===== src/rtl/pid_pkg.sv =====
// Shared widths and FSM encoding for the rpm_pid_controller speed loop.
package pid_pkg;

    localparam int ERR_W     = 11;
    localparam int INTEG_W   = 18;
    localparam int ACC_W     = 36;
    localparam int DUTY_W    = 8;
    localparam int GAIN_FRAC = 8;
    localparam int GAIN_W    = 16;
    localparam int PROD_W    = GAIN_W + 1 + INTEG_W;

    typedef enum logic [2:0] {
        IDLE,
        ERROR,
        MUL_P,
        MUL_I,
        MUL_D,
        SUM,
        OUT
    } pid_state_t;

endpackage


===== src/rtl/sample_timer.sv =====
// Control-period counter: emits a registered one-cycle tick every SAMPLE_CYCLES clocks;
// a synchronous clear holds the count at zero.
module sample_timer #(
    parameter int SAMPLE_CYCLES = 1250000
) (
    input  logic clk,
    input  logic rst_n,
    input  logic clear,
    output logic tick
);

    localparam int CNT_W = $clog2(SAMPLE_CYCLES);
    localparam logic [CNT_W-1:0] LAST = CNT_W'(SAMPLE_CYCLES - 1);

    logic [CNT_W-1:0] cnt;

    always_ff @(posedge clk or negedge rst_n) begin
        if (!rst_n) begin
            cnt  <= '0;
            tick <= 1'b0;
        end else if (clear) begin
            cnt  <= '0;
            tick <= 1'b0;
        end else if (cnt == LAST) begin
            cnt  <= '0;
            tick <= 1'b1;
        end else begin
            cnt  <= cnt + 1'b1;
            tick <= 1'b0;
        end
    end

endmodule


===== src/rtl/rpm_pid_controller.sv =====
// Fixed-point PI(D) speed loop producing a saturated 8-bit PWM duty from target/actual RPM.
// Define PID_DERIVATIVE_EN to build the derivative term (MUL_D state, e_prev, KD path).
module rpm_pid_controller
    import pid_pkg::*;
#(
    parameter int          SAMPLE_CYCLES = 1250000,
    parameter logic [15:0] KP            = 16'd256,
    parameter logic [15:0] KI            = 16'd32,
    parameter logic [15:0] KD            = 16'd0,
    parameter int          INTEG_LIMIT   = 100000
) (
    input  logic              clk_in,
    input  logic              reset_n_in,
    input  logic              enable_in,
    input  logic [9:0]        target_rpm_in,
    input  logic [9:0]        actual_rpm_in,
    output logic [DUTY_W-1:0] duty_out,
    output logic              duty_valid_out,
    output logic              saturated_out
);

    localparam logic signed [INTEG_W:0] I_MAX = (INTEG_W + 1)'(INTEG_LIMIT);
    localparam logic signed [INTEG_W:0] I_MIN = -I_MAX;

    pid_state_t                 state;
    logic                       tick;
    logic signed [ERR_W-1:0]    err_now;
    logic signed [ERR_W-1:0]    err_p0;
    logic signed [INTEG_W-1:0]  integ;
    logic signed [INTEG_W:0]    integ_sum;
    logic                       windup_hold;
    logic signed [GAIN_W:0]     mul_a;
    logic signed [INTEG_W-1:0]  mul_b;
    logic signed [PROD_W-1:0]   product;
    logic signed [ACC_W-1:0]    prod_ext;
    logic signed [ACC_W-1:0]    acc_p1;
    logic [DUTY_W-1:0]          duty_p2;
    logic                       sat_hi_p2, sat_lo_p2;
    logic                       sat_hi, sat_lo;
`ifdef PID_DERIVATIVE_EN
    logic signed [ERR_W-1:0]    err_prev;
    logic signed [ERR_W:0]      err_diff;
`endif

    function automatic logic signed [INTEG_W-1:0] clamp_integ(input logic signed [INTEG_W:0] sum);
        if (sum > I_MAX) return I_MAX[INTEG_W-1:0];
        if (sum < I_MIN) return I_MIN[INTEG_W-1:0];
        return sum[INTEG_W-1:0];
    endfunction

    // Returns {clip_high, clip_low, duty} for the Q8 accumulator.
    function automatic logic [DUTY_W+1:0] saturate_duty(input logic signed [ACC_W-1:0] acc_in);
        logic signed [ACC_W-1:0] u;
        u = acc_in >>> GAIN_FRAC;
        if (u[ACC_W-1]) return {2'b01, {DUTY_W{1'b0}}};
        if (|u[ACC_W-2:DUTY_W]) return {2'b10, {DUTY_W{1'b1}}};
        return {2'b00, u[DUTY_W-1:0]};
    endfunction

    sample_timer #(.SAMPLE_CYCLES(SAMPLE_CYCLES)) u_timer (
        .clk   (clk_in),
        .rst_n (reset_n_in),
        .clear (!enable_in),
        .tick  (tick)
    );

    assign err_now     = $signed({1'b0, target_rpm_in}) - $signed({1'b0, actual_rpm_in});
    assign integ_sum   = {integ[INTEG_W-1], integ} + {{(INTEG_W + 1 - ERR_W){err_now[ERR_W-1]}}, err_now};
    assign windup_hold = (sat_hi && !err_now[ERR_W-1] && (err_now != '0)) || (sat_lo && err_now[ERR_W-1]);
`ifdef PID_DERIVATIVE_EN
    assign err_diff    = {err_p0[ERR_W-1], err_p0} - {err_prev[ERR_W-1], err_prev};
`endif

    // Single shared multiplier, operands steered by the current state.
    always_comb begin
        mul_a = '0;
        mul_b = '0;
        case (state)
            MUL_P: begin
                mul_a = {1'b0, KP};
                mul_b = {{(INTEG_W - ERR_W){err_p0[ERR_W-1]}}, err_p0};
            end
            MUL_I: begin
                mul_a = {1'b0, KI};
                mul_b = integ;
            end
            MUL_D: begin
                mul_a = {1'b0, KD};
`ifdef PID_DERIVATIVE_EN
                mul_b = {{(INTEG_W - ERR_W - 1){err_diff[ERR_W]}}, err_diff};
`endif
            end
            default: ;
        endcase
    end

    assign product  = PROD_W'(mul_a) * PROD_W'(mul_b);
    assign prod_ext = ACC_W'(product);

    always_ff @(posedge clk_in or negedge reset_n_in) begin
        if (!reset_n_in) begin
            state          <= IDLE;
            err_p0         <= '0;
            integ          <= '0;
            acc_p1         <= '0;
            duty_p2        <= '0;
            sat_hi_p2      <= 1'b0;
            sat_lo_p2      <= 1'b0;
            sat_hi         <= 1'b0;
            sat_lo         <= 1'b0;
            duty_out       <= '0;
            duty_valid_out <= 1'b0;
            saturated_out  <= 1'b0;
`ifdef PID_DERIVATIVE_EN
            err_prev       <= '0;
`endif
        end else if (!enable_in) begin
            state          <= IDLE;
            err_p0         <= '0;
            integ          <= '0;
            acc_p1         <= '0;
            duty_p2        <= '0;
            sat_hi_p2      <= 1'b0;
            sat_lo_p2      <= 1'b0;
            sat_hi         <= 1'b0;
            sat_lo         <= 1'b0;
            duty_out       <= '0;
            duty_valid_out <= 1'b0;
            saturated_out  <= 1'b0;
`ifdef PID_DERIVATIVE_EN
            err_prev       <= '0;
`endif
        end else begin
            duty_valid_out <= 1'b0;
            case (state)
                IDLE: if (tick) state <= ERROR;
                // Error stage: sample inputs, update integrator unless winding further into a clip
                ERROR: begin
                    err_p0 <= err_now;
                    if (!windup_hold) integ <= clamp_integ(integ_sum);
                    state  <= MUL_P;
                end
                MUL_P: begin
                    acc_p1 <= prod_ext;
                    state  <= MUL_I;
                end
                MUL_I: begin
                    acc_p1 <= acc_p1 + prod_ext;
`ifdef PID_DERIVATIVE_EN
                    state  <= MUL_D;
`else
                    state  <= SUM;
`endif
                end
`ifdef PID_DERIVATIVE_EN
                MUL_D: begin
                    acc_p1 <= acc_p1 + prod_ext;
                    state  <= SUM;
                end
`endif
                // Sum stage: scale back from Q8 and clip into the duty range
                SUM: begin
                    {sat_hi_p2, sat_lo_p2, duty_p2} <= saturate_duty(acc_p1);
`ifdef PID_DERIVATIVE_EN
                    err_prev <= err_p0;
`endif
                    state <= OUT;
                end
                OUT: begin
                    duty_out       <= duty_p2;
                    sat_hi         <= sat_hi_p2;
                    sat_lo         <= sat_lo_p2;
                    saturated_out  <= sat_hi_p2 | sat_lo_p2;
                    duty_valid_out <= 1'b1;
                    state          <= IDLE;
                end
                default: state <= IDLE;
            endcase
        end
    end

endmodule


===== config.mk =====
export PLATFORM = sky130hd
export DESIGN_NAME = rpm_pid_controller
export DESIGN_NICKNAME = d
export VERILOG_FILES = /design/src/rtl/pid_pkg.sv /design/src/rtl/sample_timer.sv /design/src/rtl/rpm_pid_controller.sv
export SDC_FILE = /design/constraint.sdc
export NUM_CORES = 1
export LEC_CHECK = 0
export BUFFER_PORTS_ARGS = -buffer_cell sky130_fd_sc_hd__buf_2
export CORE_MARGIN = 1
export CORE_UTILIZATION = 60
export DETAILED_ROUTE_END_ITERATION = 10
export GPL_TIMING_DRIVEN = 0
export PLACE_DENSITY = 0.78
export SLEW_MARGIN = 10
export SYNTH_ARGS = -nofsm -noshare
export SYNTH_HDL_FRONTEND = slang
export SYNTH_SLANG_ARGS = --single-unit

===== constraint.sdc =====
create_clock -name clk_in -period 19.09 [get_ports clk_in]
set_clock_uncertainty 0.2 [all_clocks]
set_input_delay 2.8635 -clock clk_in [delete_from_list [all_inputs] [get_ports clk_in]]
set_output_delay 2.8635 -clock clk_in [all_outputs]
set_load 0.005 [all_outputs]

## After elaboration in Yosys (flattened, before gate mapping)

Index checks and enable logic that the tools add are counted.

- Register bits after elaboration: 112
- Output and inout bits: 10
- Logic and storage cells: 99
- Input port bits: 23

- Reduce and logical (&&, ||, !) cells: 9
- Add/sub/neg operators: 4
- Eq/ne operators: 12
- Mux-type cells: 56
- Bitwise gates (word level): 1
- Multipliers: 1
- $lt $le $gt $ge: 2

Operators by type and width:

| cell | number |
|---|---|
| $mux 18 | 7 |
| $pmux 36 s2 | 1 |
| $mux 21 | 2 |
| $mux 10 | 4 |
| $add 36x28->36 | 1 |
| $mux 36 | 1 |
| $pmux 18 s2 | 1 |
| $mux 8 | 4 |
| $mux 1 | 30 |
| $mul 10x18->28 | 1 |
| $mux 11 | 2 |
| $add 21x1->21 const B | 1 |
| $eq 21x21->1 const B | 1 |
| $reduce_or 20->1 | 1 |
| $add 18x11->19 | 1 |
| $gt 19x18->1 const B | 1 |
| $lt 19x18->1 const B | 1 |
| $pmux 9 s2 | 1 |
| $pmux 3 s5 | 1 |
| $reduce_bool 11->1 | 1 |
| $sub 10x10->11 | 1 |
| $eq 3x2->1 const B | 2 |
| $eq 3x3->1 const B | 2 |
| $mux 3 | 2 |
| 11 further kinds | 15 |

## Depth between registers and ports, before layout

Gate-level depths: netlist (run 1).

- Depth after elaboration: 17
- Depth in mapped cells: 30
- Gate-level depth less buffers: 26

## By module

From an unflattened synthesis (run 1), not the netlist that was laid out.

- Cells, all modules: 1,111
- Area total of the unflattened synthesis: 9,587.9 µm²

By module, submodules not included:

| module | area each (µm²) | instances | cells each | seq. area each (µm²) |
|---|---|---|---|---|
| rpm_pid_controller | 8,424.3 | 1 | 996 | 2,127.0 |
| sample_timer | 1,163.6 | 1 | 115 | 550.5 |

## Least setup slack after synthesis (run 1)

OpenSTA, ideal clock, no wires.

- Kind: input to register
- Start point: input port target_rpm_in[0]
- End point: register integ[2]
- Path slack: 12,378 ps
- Data arrival time: 6,391 ps
- Data required time: 18,769 ps
- Setup time: 121 ps
- Buffers on the path: 1
- Stages: 19
- Cells stage by stage: inv_1 ha_1 inv_1 fa_1 nand3_1 a211o_1 nand4b_1 o211a_1 inv_1 ha_1 buf_6 a21o_1 a211o_1 or4_1 o2111ai_2 nand3_1 o21ai_4 nor3b_4 a22o_1

- Word-level cells in the longest chain between the ends: 13
- Elaborated cells on any way between the ends: 27
- Classes of those cells: add/sub (2); order compare (2); eq/ne (1); mux (15); reduce/logical (7)

Ends and longest elaborated chain:

| what | line | source |
|---|---|---|
| start: declaration | rpm_pid_controller.sv:15 | `input logic [9:0] target_rpm_in,` |
| $sub 10x10->11 (*) | rpm_pid_controller.sv:67 | `assign err_now = $signed({1'b0, target_rpm_in}) - $signed({1'b0, actual_rpm_in});` |
| $add 18x11->19 | rpm_pid_controller.sv:68 | `assign integ_sum = {integ[INTEG_W-1], integ} + {{(INTEG_W + 1 - ERR_W){err_now[ERR_W-1]}}, err_now};` |
| $lt 19x18->1 | rpm_pid_controller.sv:47 | `if (sum < I_MIN) return I_MIN[INTEG_W-1:0];` |
| $mux 1 (2 in series) | rpm_pid_controller.sv:47 |  |
| $mux 1 | rpm_pid_controller.sv:140 | `if (!windup_hold) integ <= clamp_integ(integ_sum);` |
| $mux 1 | rpm_pid_controller.sv:135 | `case (state)` |
| $mux 1 | rpm_pid_controller.sv:117 | `end else if (!enable_in) begin` |
| $mux 18 | rpm_pid_controller.sv:48 | `return sum[INTEG_W-1:0];` |
| $mux 18 | rpm_pid_controller.sv:47 |  |
| $mux 18 | rpm_pid_controller.sv:140 |  |
| $mux 18 | rpm_pid_controller.sv:135 |  |
| $mux 18 | rpm_pid_controller.sv:117 |  |
| end signal: assignment | rpm_pid_controller.sv:140 |  |
| end: declaration | rpm_pid_controller.sv:29 | `logic signed [INTEG_W-1:0] integ;` |

Mark *: on every way between the ends. The rest lies on a longest branch, timed or not. The select of a mux whose other input is x is not followed.
A chain may end at the register's enable or synchronous reset.

## Worst setup path in the final report (run 1)

- Start point: register state[2]
- End point: register acc_p1[35]

- Word-level cells in the longest chain between the ends: 6
- Elaborated cells on any way between the ends: 9
- Classes of those cells: add/sub (1); mul (1); eq/ne (3); mux (4)

Ends and longest elaborated chain:

| what | line | source |
|---|---|---|
| start: declaration | rpm_pid_controller.sv:25 | `pid_state_t state;` |
| start signal: assignment | rpm_pid_controller.sv:102 | `state <= IDLE;` |
| start signal: assignment | rpm_pid_controller.sv:118 | `state <= IDLE;` |
| start signal: assignment | rpm_pid_controller.sv:136 | `IDLE: if (tick) state <= ERROR;` |
| $eq 3x2->1 | rpm_pid_controller.sv:78, rpm_pid_controller.sv:135 |  |
| $pmux 18 s2 / $pmux 9 s2 (equally long branches) | rpm_pid_controller.sv:78 | `case (state)` |
| $mul 10x18->28 | rpm_pid_controller.sv:97 | `assign product = PROD_W'(mul_a) * PROD_W'(mul_b);` |
| $add 36x28->36 | rpm_pid_controller.sv:148 | `acc_p1 <= acc_p1 + prod_ext;` |
| $pmux 36 s2 | rpm_pid_controller.sv:135 |  |
| $mux 36 | rpm_pid_controller.sv:117 |  |
| end signal: assignment | rpm_pid_controller.sv:144 | `acc_p1 <= prod_ext;` |
| end signal: assignment | rpm_pid_controller.sv:148 |  |
| end: declaration | rpm_pid_controller.sv:36 | `logic signed [ACC_W-1:0] acc_p1;` |

Parallel ways exist; a longest one is shown, timed or not.

==> results of run 1 <==
-- layer usage --
layer  up-vias  share of wire [%]  routed length, µm  GRT usage, %
li1       3987                  -                  -             -
met1      3892                 47              10400          39.5
met2       214                 47              10300          47.6
met3        35                4.4                976          2.97
met4         0                2.0                450          9.45
met5         -                  0                  0             0
-- cells by family (layout without fill, tap and decap cells) --
| group | Yosys count | in the layout | share of synthesized area, % |
|---|---|---|---|
| AND/OR/NAND/NOR | 345 | 345 | 18.6 |
| buffers and inverters | 81 | 130 | 3.37 |
| AO/OA/AOI/OAI | 307 | 307 | 24.5 |
| multiplexers | 14 | 14 | 1.49 |
| adder cells (fa/ha/maj) | 124 | 124 | 16.9 |
| XOR/XNOR | 70 | 70 | 6.54 |
| flip-flops | 107 | 107 | 28.5 |
| other | 1 | 11 | 0.0400 |
-- final timing paths --
kind | cells past startpoint | slack (ns) | to | from
setup / recovery | 30 | 11.31 | acc_p1[35]$_DFFE_PN0P_ | state[2]$_DFFE_PN0P_
hold / removal | 1 | 0.27 | u_timer.cnt[0]$_DFF_PN0_ | u_timer.cnt[0]$_DFF_PN0_
setup reg to reg | 30 | 11.31 | acc_p1[35]$_DFFE_PN0P_ | state[2]$_DFFE_PN0P_
hold reg to reg | 1 | 0.27 | u_timer.cnt[0]$_DFF_PN0_ | u_timer.cnt[0]$_DFF_PN0_
max in group asynchronous | 2 | 15.84 | acc_p1[11]$_DFFE_PN0P_ | reset_n_in
min in group asynchronous | 1 | 2.21 | u_timer.cnt[0]$_DFF_PN0_ | reset_n_in
-- final cells by class --
class                      instances  area share (%)
timing repair buffer              33            1.91
clock inverter                     7           0.789
tap                              188            2.32
sequential                       107            26.4
multi-input combinational        871            63.3
clock buffer                       9            2.22
buffer                            35            1.42
inverter                          46            1.70
-- cells in the final DEF, fill, tap and decap left out, drive strengths merged, types with 21 or more instances in the layout --
cell,n
nor3,23
a21o,28
buf,41
nor2,95
inv,47
xor2,33
xnor2,37
ha,119
nand2,81
o21ai,58
a22o,29
a211oi,21
dfrtp,107
a21oi,60
nand3,33
clkbuf,36
-- per-stage QoR --
stage | utilization [%] | total power (µW) | setup WS [ns] | cells
floorplan | - | 312 | 12.38 | 1059
global placement | 64.6 | 337 | 11.54 | 1279
detailed placement | 64.8 | 340 | 11.47 | 1280
CTS | 66.8 | 529 | 11.40 | 1296
global route | 66.8 | 550 | 10.78 | 1296
finish | 66.8 | 527 | 11.31 | 1296
-- sequential cells by signal, summed over array words and instances, names as in the netlist --
| name | cells |
|---|---|
| acc_p1 | 31 |
| u_timer.cnt | 21 |
| integ | 18 |
| err_p0 | 11 |
| duty_out | 8 |
| duty_p2 | 8 |
| state | 3 |
| duty_valid_out | 1 |
| sat_hi | 1 |
| sat_hi_p2 | 1 |
| sat_lo | 1 |
| sat_lo_p2 | 1 |
| saturated_out | 1 |
| u_timer.tick | 1 |
-- power breakdown --
| group | switching [µW] | internal, µW | total, µW | leakage, µW |
|---|---|---|---|---|
| logic | 68.6 | 41.1 | 110 | 0.00349 |
| clock network | 97.1 | 93.1 | 190 | 0.000145 |
| registers | 0.380 | 227 | 227 | 0.00149 |
| total | 166 | 361 | 527 | 0.00513 |
==> metrics.md, run 1 <==
| Metric | Value |
|---|---|
| Outcome | `complete, no violations` |
| Fmax | `129 MHz` |
| Post-DP Area | `9850 µm²` |
| Top-area cell type share of the netlist area | `28.5%` |
| Arr. time, crit path | `7.84 ns` |
| Via Count | `8128` |
| Clock slew at reported path FFs | `0.08 ns` |
| Startpoint types | `register` |
| Multi-input gate area in the final layout | `6420 µm²` |
| Yosys warns | `0` |
| Wire length per cell | `17.1 µm` |
| Cell family with most CP delay | `compound AO/OA/AOI/OAI gates` |
| Total die area | `16100 µm²` |
| Nets | `1250` |
| Crit-path most repeated cell | `ha_1` |
| # DRC | `0` |
| Post-route cell area | `10200 µm²` |
| Fin. max-slew vios | `0` |
| Shortest period the worst path allows | `7.78 ns` |
| Clk sink count | `107` |
| Ant diodes | `0` |
| CP Max Fanout | `10` |
| Root buf cell | `clkbuf_16` |
| Slew headroom | `37.4%` |
| Crit path required time | `19.16 ns` |
| Pin count of the biggest net entering global routing | `65` |
| Ys async rst share | `100%` |
| Final TNS setup | `0 ns` |
| Tightest Pin Transition | `0.932 ns` |
| Leakage Power | `0.00513 µW` |
| Largest cells by area after synthesis | `dfrtp_1 (29%), ha_1 (16%), nor2_1 (3.7%)` |
| RD Place Congestion | `0.944` |
| Peak VDD IR | `0.0581 mV` |
| WL final | `22100 µm` |
| CP peak stage delay | `0.54 ns` |
| Clock tree from TritonCTS | `yes` |
| Row cnt | `45` |
| Post-synth top cells | `ha_1 (119), dfrtp_1 (107), nor2_1 (92)` |
| Syn Std Cell Area | `9380 µm²` |
| Buf/Inv on CP | `5` |
| Crit-path slowest cell | `clkbuf_1` |
| Die W | `127 µm` |
| Vias in the first global route | `7771` |
| Worst skew pair latency | `0.37 ns` |
| Starting Density | `61.7%` |
| Grt total ovfl | `0` |
| Cell taking the most area after synthesis | `dfrtp_1` |
| Total CTS buffers | `9` |
| Register area | `2680 µm²` |
| H-tree depth | `3` |
| Final worst-path cycle share | `40.7%` |
| Routed Antenna Nets | `0` |
| Post-CTS setup buffer count | `0` |
| Unrepaired setup endpoints after global routing | `false` |
| Final setup vio count | `0` |
| Die Y-Extent | `127 µm` |
| Layout cells sized above 1 | `8.03%` |
| # IOs | `33` |
| Synthesized instance count | `1049` |
| Initial antenna violation count | `0` |
| CTS max path bufs | `2` |
| Fill count | `1266` |
| MaxCap Viol Count | `0` |
| Synth cell types | `91` |
| Post-CTS sizing | `0` |
| Seq cells post-synth | `107` |
| Core area | `15200 µm²` |
| Synth-to-Final Area Change | `8.23%` |
| PD cells | `51.9 nW/µm²` |
| Final Hold Vio Count | `0` |
| Seq/Total Area, Yosys | `28.5%` |
| Post-DR vias/cell | `6.27` |
| Dpl hpwl | `16900 µm` |
| Post-CTS Hold Buffers | `0` |
| DR iter-0 viols | `673` |
| Tot GR Track Use | `28.7%` |
| Critical path type | `register to register` |
| CP endpoint kind | `register` |
| Drt first pass iters | `5` |
| First-pass GRT wire length | `37200 µm` |
| Avg Cell Area, Syn | `8.94 µm²` |
| Cell with the most instances after synthesis | `ha_1` |
| Hold WS | `0.266 ns` |
| EDFF count, synth | `0` |
| Port bufs | `32` |
| Top_reg_cell synth | `dfrtp_1` |
| Min-Delay Path Class | `register to register` |
No activity file was read; power rests on OpenSTA's default activity.
==> inputs of run 2 (changes only) <==
--- a/config.mk
+++ b/config.mk
@@ -7,7 +7,7 @@
 export LEC_CHECK = 0
 export BUFFER_PORTS_ARGS = -buffer_cell sky130_fd_sc_hd__buf_2
 export CORE_MARGIN = 1
-export CORE_UTILIZATION = 60
+export CORE_UTILIZATION = 58
 export DETAILED_ROUTE_END_ITERATION = 10
 export GPL_TIMING_DRIVEN = 0
 export PLACE_DENSITY = 0.78
==> constraint.sdc (replaced) <==
create_clock -name clk_in -period 6.23 [get_ports clk_in]
set_clock_uncertainty 0.2 [all_clocks]
set_input_delay 0.9345 -clock clk_in [delete_from_list [all_inputs] [get_ports clk_in]]
set_output_delay 0.9345 -clock clk_in [all_outputs]
set_load 0.005 [all_outputs]
==> run 2 against run 1 <==
Clock power grew to 3.1 times the previous value. Critical path depth shrank 1. Cell area grew 5.5%. Sequential share of layout area shrank 1.3 points. First-iteration DRC count shrank 8.9%. Largest cell class unchanged. Wire length grew 4.3%. Cell count grew 3.5%. Sequential cell count is the same.
==> metrics.md, run 2 (same netlist as run 1, synthesis figures left out) <==
| Metric | Value |
|---|---|
| Fmax | `168 MHz (was 129 MHz)` |
| Min-Delay Path Class | `register to register (unchanged)` |
| Arr. time, crit path | `6.03 ns (was 7.84 ns)` |
| # IOs | `33 (unchanged)` |
| CTS max path bufs | `2 (unchanged)` |
| Crit-path slowest cell | `dfrtp_2 (was clkbuf_1)` |
| Via Count | `8348 (was 8128)` |
| Tot GR Track Use | `28.0% (was 28.7%)` |
| Largest register FFs | `31 (unchanged)` |
| Dpl hpwl | `16800 µm (was 16900 µm)` |
| CP peak stage delay | `0.44 ns (was 0.54 ns)` |
| Total CTS buffers | `9 (unchanged)` |
| Crit path required time | `6.30 ns (was 19.16 ns)` |
| Vias in the first global route | `7730 (was 7771)` |
| Clock slew at reported path FFs | `0.08 ns (about the same)` |
| Top Registers | `acc_p1: 31 flops, u_timer.cnt: 21 flops, integ: 18 flops (unchanged)` |
| Final Hold Vio Count | `0 (unchanged)` |
| Clk sink count | `107 (unchanged)` |
| H-tree depth | `3 (unchanged)` |
| Commonest non-fill, non-tap cell in the layout | `ha_1 (unchanged)` |
| Grt total ovfl | `0 (unchanged)` |
| Final worst-path cycle share | `95.6% (was 40.7%)` |
| Core area | `15800 µm² (was 15200 µm²)` |
| Layout cells sized above 1 | `14.6% (was 8.03%)` |
| Outcome | `complete, no violations (unchanged)` |
| Crit-path most repeated cell | `ha_4 (was ha_1)` |
| Port bufs | `32 (unchanged)` |
| Leakage Power | `0.00525 µW (was 0.00513 µW)` |
| Tightest Pin Transition | `1.02 ns (was 0.932 ns)` |
| Pin count of the biggest net entering global routing | `65 (unchanged)` |
| WL final | `23100 µm (was 22100 µm)` |
| Root buf cell | `clkbuf_16 (unchanged)` |
| Initial antenna violation count | `0 (unchanged)` |
| First-pass GRT wire length | `37100 µm (was 37200 µm)` |
| Routed Antenna Nets | `0 (unchanged)` |
| CP endpoint kind | `register (unchanged)` |
| Peak VDD IR | `0.156 mV (was 0.0581 mV)` |
| Clock tree from TritonCTS | `yes (unchanged)` |
| Starting Density | `59.3% (was 61.7%)` |
| Wire length per cell | `17.2 µm (was 17.1 µm)` |
| Worst setup margin | `0.272 ns (was 11.31 ns)` |
| Critical path type | `register to register (unchanged)` |
| Dpl ws | `-1.35 ns (was 11.47 ns)` |
| Post-DR vias/cell | `6.23 (was 6.27)` |
| Shortest period the worst path allows | `5.96 ns (was 7.78 ns)` |
| Die W | `129 µm (was 127 µm)` |
| Die Y-Extent | `129 µm (was 127 µm)` |
| CP Max Fanout | `10 (unchanged)` |
| Drt first pass iters | `5 (unchanged)` |
| Final setup vio count | `0 (unchanged)` |
| PD cells | `153 nW/µm² (was 51.9 nW/µm²)` |
| Startpoint types | `register (unchanged)` |
| Synth-to-Final Area Change | `14.2% (was 8.23%)` |
| RD Place Congestion | `0.949 (was 0.944)` |
| # DRC | `0 (unchanged)` |
| Row cnt | `46 (was 45)` |
| Nets | `1267 (was 1250)` |
| Most frequent cells in the layout | `ha_1 (106), dfrtp_1 (104), nor2_1 (89) (was ha_1 (119), dfrtp_1 (107), nor2_1 (92))` |
| MaxCap Viol Count | `0 (unchanged)` |
| Slew headroom | `31.4% (was 37.4%)` |
| DR iter-0 viols | `613 (was 673)` |
| Reg with most FFs | `acc_p1 (unchanged)` |
| Fin. max-slew vios | `0 (unchanged)` |
| Hold WS | `0.264 ns (was 0.266 ns)` |
| Total die area | `16700 µm² (was 16100 µm²)` |
| Ant diodes | `0 (unchanged)` |
| Worst skew pair latency | `0.37 ns (about the same)` |
-- run 2: cell types whose count changed in the layout (fill, tap and decap cells not counted), moves of 4 or more --
cell,before,now
ha_4,0,10
clkbuf_1,27,15
ha_1,119,106
a21oi_2,1,6
a21oi_1,58,53
buf_8,0,4
buf_4,0,24
-- run 2: area by class of cell --
class / instances / area [µm²]
clock buffer: 10 / 229
sequential: 107 / 2680
fill: 1255 / 5110
clock inverter: 6 / 73.8
tap: 216 / 270
inverter: 46 / 175
buffer: 31 / 216
multi-input combinational: 871 / 6720
timing repair buffer: 54 / 352
-- run 2: worst paths after layout --
kind / startpoint / endpoint / slack (ns) / depth (start not counted)
max in group asynchronous: reset_n_in / acc_p1[21]$_DFFE_PN0P_ / 4.90 / 2
min in group asynchronous: reset_n_in / u_timer.cnt[9]$_DFF_PN0_ / 0.28 / 1
min reg2reg: saturated_out$_DFFE_PN0P_ / saturated_out$_DFFE_PN0P_ / 0.26 / 2
min: saturated_out$_DFFE_PN0P_ / saturated_out$_DFFE_PN0P_ / 0.26 / 2
max reg2reg: state[1]$_DFFE_PN0P_ / acc_p1[33]$_DFFE_PN0P_ / 0.27 / 29
max: state[1]$_DFFE_PN0P_ / acc_p1[33]$_DFFE_PN0P_ / 0.27 / 29
-- run 2: per-stage QoR --
step / util (%) / total power [µW] / TNS (ns) / cell area [µm²] / std cells
after floorplan: - / 957 / 0 / 9420 / 1059
after global placement: 62.2 / 1030 / -11.04 / 9850 / 1307
after detailed placement: 62.5 / 1040 / -12.06 / 9890 / 1308
after CTS: 65.5 / 1630 / 0 / 10400 / 1330
after global routing: 67.7 / 1700 / -0.190 / 10700 / 1341
final: 67.7 / 1640 / 0 / 10700 / 1341
-- run 2: power by group --
part,switching (µW),internal (µW),leakage [µW]
Sequential,1.22,695,0.00149
Clock,277,318,0.000146
Combinational,215,130,0.00362
-- run 2: routing by layer --
layer	up-vias	track usage [%]	routed length, µm
met2	231	46.0	10900
met5	-	0	0
li1	4046	-	-
met1	4024	38.0	10500
met3	47	3.22	1020
met4	0	10.8	668
-- run 2: repair_timing --
action	4_1_cts	5_1_grt
setup buffers	10	11
pin swaps	7	26
endpoints found under the setup margin	18	11
hold buffers	0	0
gates resized for setup	40	59
-- run 2: critical path, delay by kind of cell (launching register included) --
kind / cells / cell delay, ns
AO/OA/AOI/OAI: 10 / 1.90
XOR/XNOR: 1 / 0.24
adder cells (fa/ha/maj): 7 / 1.66
buffers and inverters: 4 / 0.50
flip-flops: 1 / 0.44
multiplexers: 1 / 0.11
AND/OR/NAND/NOR: 6 / 0.80
